<file path="config.mk">
export PLATFORM = sky130hd
export DESIGN_NAME = relu_maxpool2x2_stream
export DESIGN_NICKNAME = d
export VERILOG_FILES = /design/src/rtl/relu_maxpool2x2_stream.sv
export SDC_FILE = /design/constraint.sdc
export NUM_CORES = 1
export LEC_CHECK = 0
export CAP_MARGIN = 20
export CORE_UTILIZATION = 50
export DETAILED_ROUTE_END_ITERATION = 10
export HOLD_SLACK_MARGIN = 0.03
export PLACE_DENSITY = 0.66
export SLEW_MARGIN = 20
export SYNTH_ARGS = -nofsm -noshare
export SYNTH_HDL_FRONTEND = slang
export SYNTH_SLANG_ARGS = --single-unit
export TNS_END_PERCENT = 1
</file>
<file path="constraint.sdc">
create_clock -name clk -period 4.2 [get_ports clk]
set_clock_uncertainty 0.05 [all_clocks]
set_input_delay 0.84 -clock clk [delete_from_list [all_inputs] [get_ports clk]]
set_output_delay 0.84 -clock clk [all_outputs]
set_load 0.02 [all_outputs]
</file>
<file path="src/rtl/relu_maxpool2x2_stream.sv">
// rtl/relu_maxpool2x2_stream.sv - per-channel ReLU followed by 2x2 stride-2 max-pool on a raster stream
module relu_maxpool2x2_stream #(
    parameter int IN_W  = 24,
    parameter int IN_H  = 24,
    parameter int DW    = 15,
    parameter int IDX_W = 8
) (
    input  logic             clk,
    input  logic             rst_n,
    input  logic             valid_in,
    input  logic             frame_start,
    input  logic [DW-1:0]    conv_in_1,
    input  logic [DW-1:0]    conv_in_2,
    input  logic [DW-1:0]    conv_in_3,
    output logic [DW-1:0]    pool_out_1,
    output logic [DW-1:0]    pool_out_2,
    output logic [DW-1:0]    pool_out_3,
    output logic [IDX_W-1:0] pool_idx,
    output logic             valid_out,
    output logic             frame_done
);
    localparam int CW       = $clog2(IN_W);
    localparam int RW       = $clog2(IN_H);
    localparam int HALF_W   = IN_W / 2;
    localparam int LAST_IDX = (IN_W / 2) * (IN_H / 2) - 1;

    logic [CW-1:0]    col_cnt, cur_col;
    logic [RW-1:0]    row_cnt, cur_row;
    logic [CW-2:0]    hcol;
    logic [IDX_W-1:0] idx_calc;
    logic             fire;

    logic [DW-1:0] x      [3];
    logic [DW-1:0] r      [3];
    logic [DW-1:0] h      [3];
    logic [DW-1:0] v      [3];
    logic [DW-1:0] h_hold [3];
    logic [DW-1:0] line_buf [3][HALF_W];

    function automatic logic [DW-1:0] smax(input logic [DW-1:0] a, input logic [DW-1:0] b);
        return ($signed(a) > $signed(b)) ? a : b;
    endfunction

    // frame_start realigns the sample on the same cycle, so it is treated as pixel (0,0)
    assign cur_col  = frame_start ? '0 : col_cnt;
    assign cur_row  = frame_start ? '0 : row_cnt;
    assign hcol     = cur_col[CW-1:1];
    assign fire     = valid_in && cur_row[0] && cur_col[0];
    assign idx_calc = IDX_W'(cur_row[RW-1:1]) * IDX_W'(HALF_W) + IDX_W'(hcol);

    assign x[0] = conv_in_1;
    assign x[1] = conv_in_2;
    assign x[2] = conv_in_3;

    always_comb begin
        for (int i = 0; i < 3; i++) begin
            r[i] = x[i][DW-1] ? '0 : x[i];
            h[i] = smax(h_hold[i], r[i]);
            v[i] = smax(line_buf[i][hcol], h[i]);
        end
    end

    // Datapath storage is fully overwritten each window before use, so it carries no reset
    always_ff @(posedge clk) begin
        if (valid_in) begin
            for (int i = 0; i < 3; i++) begin
                if (!cur_col[0])
                    h_hold[i] <= r[i];
                else if (!cur_row[0])
                    line_buf[i][hcol] <= h[i];
            end
        end
    end

    always_ff @(posedge clk or negedge rst_n) begin
        if (!rst_n) begin
            col_cnt <= '0;
            row_cnt <= '0;
        end else if (valid_in) begin
            if (cur_col == CW'(IN_W - 1)) begin
                col_cnt <= '0;
                row_cnt <= (cur_row == RW'(IN_H - 1)) ? '0 : cur_row + 1'b1;
            end else begin
                col_cnt <= cur_col + 1'b1;
                row_cnt <= cur_row;
            end
        end else if (frame_start) begin
            col_cnt <= '0;
            row_cnt <= '0;
        end
    end

    always_ff @(posedge clk or negedge rst_n) begin
        if (!rst_n) begin
            pool_out_1 <= '0;
            pool_out_2 <= '0;
            pool_out_3 <= '0;
            pool_idx   <= '0;
            valid_out  <= 1'b0;
            frame_done <= 1'b0;
        end else begin
            valid_out  <= fire;
            frame_done <= fire && (idx_calc == IDX_W'(LAST_IDX));
            if (fire) begin
                pool_out_1 <= v[0];
                pool_out_2 <= v[1];
                pool_out_3 <= v[2];
                pool_idx   <= idx_calc;
            end
        end
    end
endmodule

</file>
Word-level counts from Yosys, hierarchy flattened
Memories as Yosys holds them, arrays and structs flattened.
Index checks and enable logic that the tools add are counted.

operators by class
  add/sub/neg operators = 3
  $mul = 1
  div/mod/pow operators = 0
  order comparisons = 8
  equality and inequality tests = 3
  shifts and indexed selects = 0
  muxes and demuxes = 34
  bitwise operators = 1
  reductions and logical operators = 4

operator list
  cell                                                                           number
  15-bit two-way mux                                                             13
  15-bit binary-select mux with 4-bit select                                     3
  180-bit two-way mux                                                            1
  15-bit > comparator                                                            6
  15-bit demux with 4-bit select                                                 1
  14-bit two-way mux                                                             3
  5-bit two-way mux                                                              7
  5-bit by 1-bit adder with 5-bit output (second input constant)                 2
  5-bit == test (second input constant)                                          2
  8-bit by 4-bit adder with 8-bit output                                         1
  8-bit == test (second input constant)                                          1
  4-bit by 2-bit multiplier with 6-bit output (second input constant)            1
  1-bit two-way mux                                                              6
  5-bit >= comparator (second input constant)                                    1
  5-bit by 1-bit less-than comparator with 1-bit output (second input constant)  1
  4-bit NOT with 5-bit output                                                    1
  1-bit logical AND                                                              4

word-level totals
  flip-flop bits (word level) = 65
  bits in latches = 0
  bits in writable memories = 582
  bits in read-only memories = 0
  bits of input ports = 49
  output and inout bits = 55
  memories kept = 2

memory list
  memory    words  bits a word  read ports  clocked after Yosys merged registers in  wr ports  RTL line  source
  line_buf  3      180          3           0                                        3         38        logic [DW-1:0] line_buf [3][HALF_W];
  h_hold    3      14           3           0                                        3         37        logic [DW-1:0] h_hold [3];

Depth between registers and ports, before layout
Gate-level depths: netlist of run 1.

  depth in word-level cells = 7
  mapped depth = 22

Least setup slack after synthesis of run 1
OpenSTA, ideal clock, no wires.

  kind = input to register
  start = input conv_in_2[14]
  end = register pool_out_2[10]
  library setup time = 0.132 ns
  data arrival time = 5.029 ns
  path slack = -1.011 ns
  stages on the path = 21
  buffers on the path = 3
  cell sequence = clkbuf_1 > nor2b_1 > inv_1 > ha_1 > a21oi_1 > a21oi_1 > o311ai_1 > nand2_1 > clkbuf_1 > o21ai_0 > inv_1 > ha_1 > and4_1 > nand4_1 > or2_2 > a211oi_1 > a311o_1 > o21ai_4 > buf_8 > mux2i_1 > o21ai_1

RTL lines
  element               RTL line  source
  start, declared       13        input logic [DW-1:0] conv_in_2,
  end signal, assigned  106       pool_out_2 <= v[1];
  end, declared         16        output logic [DW-1:0] pool_out_2,

==> results of run 1 <==
## what timing repair did
action | in CTS | in global routing
pin swaps | 34 | 59
cloned | 4 | 1
setup buffers | 32 | 13
resized for setup | 82 | 89
endpoints found under the setup margin | 42 | 42
## how the worst max path moves through the flow
stage / from / end / slack [ns] / cells after the start
finish: conv_in_2[14] / pool_out_2[4] / -0.06 / 24
global route: conv_in_2[7] / pool_out_2[4] / -0.22 / 23
global placement: conv_in_1[14] / pool_out_1[0] / -1.01 / 20
detailed placement: conv_in_3[14] / pool_out_3[2] / -1.24 / 20
floorplan: conv_in_1[14] / pool_out_1[10] / -0.37 / 20
CTS: conv_in_3[14] / pool_out_3[0] / -0.01 / 20
## flip-flops by register name, summed over array words and instances, names as in the netlist, 5 cells and up
name and cells:
h_hold 42, pool_out_3 14, pool_out_2 14, col_cnt 5
pool_out_1 14, line_buf 504, row_cnt 5, pool_idx 8
## routing by layer
| layer | up-vias | global-route usage (%) |
|---|---|---|
| met5 | - | 0 |
| met4 | 0 | 8.62 |
| met3 | 137 | 3.80 |
| met2 | 571 | 40.3 |
| met1 | 9017 | 35.4 |
| li1 | 8161 | - |
## logic make-up (layout without fill, tap and decap cells)
family	after synthesis	count (layout)	synth area share (%)
DFF	608	608	66.8
other	1	3	0.0140
and+or+nand+nor	424	425	7.23
buffers and inverters	210	568	3.23
muxes	170	170	6.41
AOI/OAI and AO/OA	469	470	11.5
adders and majority gates	95	95	4.48
xor gates and xnor gates	8	8	0.261
## area by class of cell
| class | count | area share (%) |
|---|---|---|
| well taps | 688 | 2.56 |
| repair buffers | 360 | 9.75 |
| flip-flops and latches | 608 | 53.3 |
| multi-input cells | 1171 | 27.4 |
| clock buffers | 77 | 4.95 |
| inverters | 93 | 1.04 |
| clock inverters | 38 | 0.989 |
## power by group
group,leakage [nW],switching [W],internal (W)
Clock,0.996,0.00230,0.00306
Sequential,5.86,0.0000463,0.00682
Combinational,5.47,0.00122,0.000948
## stage by stage
stage               util, %  setup WS (ns)  setup TNS (ns)  area (um2)
floorplan                 -         -0.371          -34.46       27400
global placement       57.9          -1.01          -39.14       30600
detailed placement     57.9          -1.24          -57.52       30600
CTS                    62.8        -0.0125         -0.0125       33200
global route           63.8         -0.215           -4.40       33700
finish                 63.8        -0.0621          -0.283       33700
## cells in the final DEF, fill, tap and decap left out, drive strengths merged, types with 3 or more instances in the layout
| cell type | count |
|---|---|
| a2111oi | 30 |
| a211oi | 3 |
| a21o | 13 |
| a21oi | 147 |
| a31oi | 3 |
| and4 | 3 |
| buf | 263 |
| bufinv | 4 |
| clkbuf | 79 |
| clkdlybuf4s50 | 68 |
| clkinv | 32 |
| conb | 3 |
| dfrtp | 62 |
| dlygate4sd2 | 12 |
| dlymetal6s2s | 15 |
| edfxtp | 546 |
| ha | 93 |
| inv | 94 |
| mux2 | 5 |
| mux2i | 164 |
| nand2 | 119 |
| nand2b | 37 |
| nand3 | 32 |
| nand4 | 28 |
| nor2 | 151 |
| nor2b | 31 |
| nor3 | 9 |
| o211ai | 14 |
| o21a | 23 |
| o21ai | 129 |
| o221a | 28 |
| o221ai | 54 |
| o31ai | 5 |
| or2 | 5 |
| xnor2 | 3 |
| xor2 | 5 |
==> impl_metrics.tcl, run 1 <==
set metrics [dict create \
    period_needed_ns 4.26 \
    cts-htree-levels 2 \
    drcViolationCount 0 \
    cts_buffer_depth 3 \
    cp_max_fo 7 \
    final_antenna_net_count 0 \
    dr.pass1.iters 7 \
    place.gp.congestion 0.832 \
    synth_common_cells "edfxtp_1 (546), mux2i_1 (164), nor2_1 (151), a21oi_1 (147), nand2_1 (119)" \
    path_clk_slew_ns 0.06 \
    r2r-start "h_hold[0][23]" \
    yosysSeqAreaShare_pct 66.8 \
    dpl.hpwl_um 41200 \
    fillers 3883 \
    maxUsedRoutingLayer "met4" \
    report.final.hold_viol_count 0 \
    yosys_warnings 0 \
    met1_length_um 29600 \
    vias_per_cell 5.89 \
    drive_above_1_share_pct 24.1 \
    drtIter0Drc 1269 \
    place_inst 2870 \
    core-area_um2 52800 \
    grt_overflow 0 \
    cts_made_buffers 61 \
    endpoint_kind "register" \
    setup_viol 10 \
    diodes 0 \
    required_ns 4.62 \
    regArea_um2 18000 \
    std_cell_rows 84 \
    r2r_slack_ns 0.08 \
    syn_to_final_growth_pct 25.4 \
    portBuffers 100 \
    hold_ws_ns 0.306 \
    outcome "finished, violations left" \
    grt_start_max_net_pins 105 \
    start_kind "input port" \
    yosysTopAreaCell "edfxtp_1" \
    synthArstFlopShare_pct 10.2 \
    yosys-top-cells-area "edfxtp_1 (61%), mux2i_1 (6.1%), dfrtp_1 (5.8%)" \
    synth.distinct_cells 68 \
    route.met3.wl_um 3920 \
    clock_sinks 608 \
    cp_slowest_stage_delay_ns 0.40 \
    max_freq_mhz 235 \
    maxCapViolCount 0 \
    grt_pass1_vias 18200 \
    met2_wirelength_um 32800 \
    via_count 17900 \
    power.total_w 0.0144 \
    min_path_type "input port to asynchronous set/reset pin" \
    postSynthAreaPerCell_um2 13.5 \
    cts_hold_buffers 0 \
    max_slew.worst_pin.slew_ns 1.02 \
    ff2ff_path_depth 20 \
    cts_root_buf "clkbuf_16" \
    crit_buf_inv 7 \
    grt_first_pass_wirelength_um 105000 \
    crit_family "compound AO/OA/AOI/OAI gates" \
    syn_inst 1985 \
    rr_endpoint "pool_out_2[4]" \
    worstPathArrival_ns 4.68 \
    fin_ws_ns -0.0621 \
    die_h_um 234 \
    cts_tree "yes" \
    final_max_slew_viol_count 0 \
    grt_antenna_before_repair 0 \
    clk_latency_ns 0.63 \
    yosys_register_bits 608 \
    slowest_stage "a311o_1" \
    yosys.cell_count.top_type "edfxtp_1" \
    dieArea_um2 54600 \
    synth.cell_area_um2 26800 \
    multiInputGateArea_um2 9220 \
    synth_edf_count 546 \
    leakagePower_nw 12.3 \
    setup.worst_path.class "input port to register" \
    grt_use_total_pct 25.2 \
    post-route-period-util_pct 101 \
    violations "setup timing" \
    crit_chain "buf_12, buf_8, nor2b_4, inv_2, ha_4, nand4_1, o21ba_2, a211o_1, nand2_4, buf_12, buf_16, nand2_4, o21ai_4, inv_2, ha_4, and4_1, nand4_1, o211ai_1, a31oi_1, a311o_1, buf_6, o21ai_4, mux2i_1, o21ai_1" \
    start_util_pct 50.9 \
    stdcell_count 3035 \
    rsz0062_at_grt "true" \
    vdd_drop_max_mv 0.312 \
    synthFlopType "edfxtp_1" \
    die_w_um 234 \
    power.density_nw_per_um2 428 \
    routed_wirelength_um 68400 \
    top_level_ports 104 \
    nNetsFinal 2439 \
    routedWlPerCell_um 22.6 \
    relSlewSlack_pct 31.5 \
    synth_top_area_share_pct 61.1 \
]
Power figures use the tool's default switching activity.
==> inputs of run 2 (changes only) <==
PLACE_DENSITY = 0.63   (was 0.66)
clock period = 4.6 ns   (was 4.2 ns; I/O delays follow)
==> impl_metrics.tcl, run 2 (same netlist as run 1, synthesis figures left out) <==
set metrics [dict create \
    setup.worst_path.class "input port to register" \
    period_needed_ns 4.64 \
    grt_use_total_pct 25.1 \
    max_freq_mhz 216 \
    stdcell_count 2967 \
    clk_latency_ns 0.62 \
    outcome "finished, violations left" \
    place_inst 2836 \
    core-area_um2 52800 \
    diodes 0 \
    fin_ws_ns -0.0397 \
    via_count 17500 \
    die_w_um 234 \
    drive_above_1_share_pct 20.3 \
    vias_per_cell 5.90 \
    die_h_um 234 \
    syn_to_final_growth_pct 22.6 \
    grt_overflow 0 \
    cts_root_buf "clkbuf_16" \
    reg_top3 "line_buf x504, h_hold x42" \
    routedWlPerCell_um 23.0 \
    rsz0062_at_grt "true" \
    top_level_ports 104 \
    start_util_pct 50.9 \
    place_area_um2 30200 \
    post-route-period-util_pct 101 \
    grt_first_pass_wirelength_um 103000 \
    cts_hold_buffers 0 \
    dieArea_um2 54600 \
    worstPathArrival_ns 5.06 \
    place.gp.congestion 0.833 \
    final_antenna_net_count 0 \
    relSlewSlack_pct 34.0 \
    start_kind "input port" \
    maxCapViolCount 0 \
    grt_pass1_vias 17500 \
    report.final.hold_viol_count 0 \
    min_path_type "input port to asynchronous set/reset pin" \
    cts-htree-levels 2 \
    required_ns 5.02 \
    path_clk_slew_ns 0.06 \
    cts_tree "yes" \
    endpoint_kind "register" \
    cp_max_fo 7 \
    leakagePower_nw 11.9 \
    worstSetupStartpoint "conv_in_2[14]" \
    clock_sinks 608 \
    top_register "line_buf" \
    portBuffers 100 \
    final_max_slew_viol_count 0 \
    nNetsFinal 2373 \
    vdd_drop_max_mv 0.385 \
    grt_start_max_net_pins 78 \
    grt_antenna_before_repair 0 \
    fillers 3995 \
    r2r-start "h_hold[0][23]" \
    final_cell_mix "edfxtp_1 (546), buf_4 (170), mux2i_1 (154), a21oi_1 (143), nor2_1 (139)" \
    drtIter0Drc 1373 \
    cts_made_buffers 61 \
    final_common_cell "edfxtp_1" \
    dr.pass1.iters 7 \
    power.density_nw_per_um2 400 \
    final_area_um2 32900 \
    largest_reg_flops 504 \
    std_cell_rows 84 \
    drcViolationCount 0 \
    max_slew.worst_pin.slew_ns 0.990 \
    violations "setup timing" \
    routed_wirelength_um 68300 \
    cts_buffer_depth 3 \
    setup_viol 6 \
    dpl.hpwl_um 40200 \
    hold_ws_ns 0.411 \
]
-- run 2: worst max-delay path, stage by stage --
cell       delay (ns)
buf_8            0.10
clkbuf_16        0.16
nor2b_4          0.14
inv_2            0.07
ha_4             0.26
nand4_1          0.22
o21ba_2          0.28
a211o_1          0.34
nand2_4          0.17
buf_12           0.15
nand2_2          0.07
o21ai_4          0.09
inv_2            0.07
ha_4             0.26
and4_1           0.17
nand4_1          0.12
o211ai_1         0.25
a31oi_2          0.11
a311o_1          0.39
o21ai_4          0.18
buf_12           0.19
mux2i_2          0.22
o21ai_1          0.08
-- run 2: what timing repair did --
action,4_1_cts,5_1_grt
buffers inserted,3,10
pin swaps,17,35
cloned,3,2
endpoints found under the setup margin,29,42
resized for setup,39,86
-- run 2: routing by layer --
layer  part of all wire [%]  vias to the layer above  GRT usage [%]  wire length [um]
li1                       -                     8017              -                 -
met1                     44                     8853           35.0             30100
met2                     48                      498           40.3             32600
met3                    5.2                      137           3.21              3530
met4                    3.1                        0           9.23              2130
met5                      0                        -              0                 0
-- run 2: metrics by stage --
step                      setup TNS [ns]  utilization [%]  setup WS, ns  total power (W)
after detailed placement          -30.56             57.2        -0.876          0.00809
after global placement            -26.69             57.2        -0.832          0.00804
after CTS                       -0.00459             61.5      -0.00459           0.0131
after global routing               -1.60             62.4        -0.150           0.0136
after floorplan                   -0.750                -       -0.0507          0.00741
final                             -0.143             62.4       -0.0397           0.0132
-- run 2: final timing paths --
check	endpoint	slack, ns	depth (start not counted)
min	pool_idx[7]	0.41	1
max	pool_out_2[5]	-0.04	23
max reg2reg	pool_out_2[5]	0.24	19
min reg2reg	row_cnt[3]	0.43	1
min in group clk	row_cnt[3]	0.43	1
max in group asynchronous	col_cnt[2]	3.36	1
-- run 2: cell type report --
| class | count | area, um2 | share of cell area (%) |
|---|---|---|---|
| Clock buffer | 72 | 1570 | 4.76 |
| Sequential cell | 608 | 18000 | 54.6 |
| Tap cell | 688 | 861 | 2.62 |
| Timing Repair Buffer | 295 | 2820 | 8.57 |
| Clock inverter | 41 | 427 | 1.30 |
| Multi-Input combinational cell | 1170 | 8930 | 27.1 |
| Inverter | 93 | 349 | 1.06 |
-- run 2: where the power goes --
group	switching, W	leakage [nW]	total [W]	internal, W
sequential	0.0000462	5.86	0.00628	0.00623
combinational	0.00108	5.06	0.00189	0.000816
clock	0.00212	0.959	0.00501	0.00288
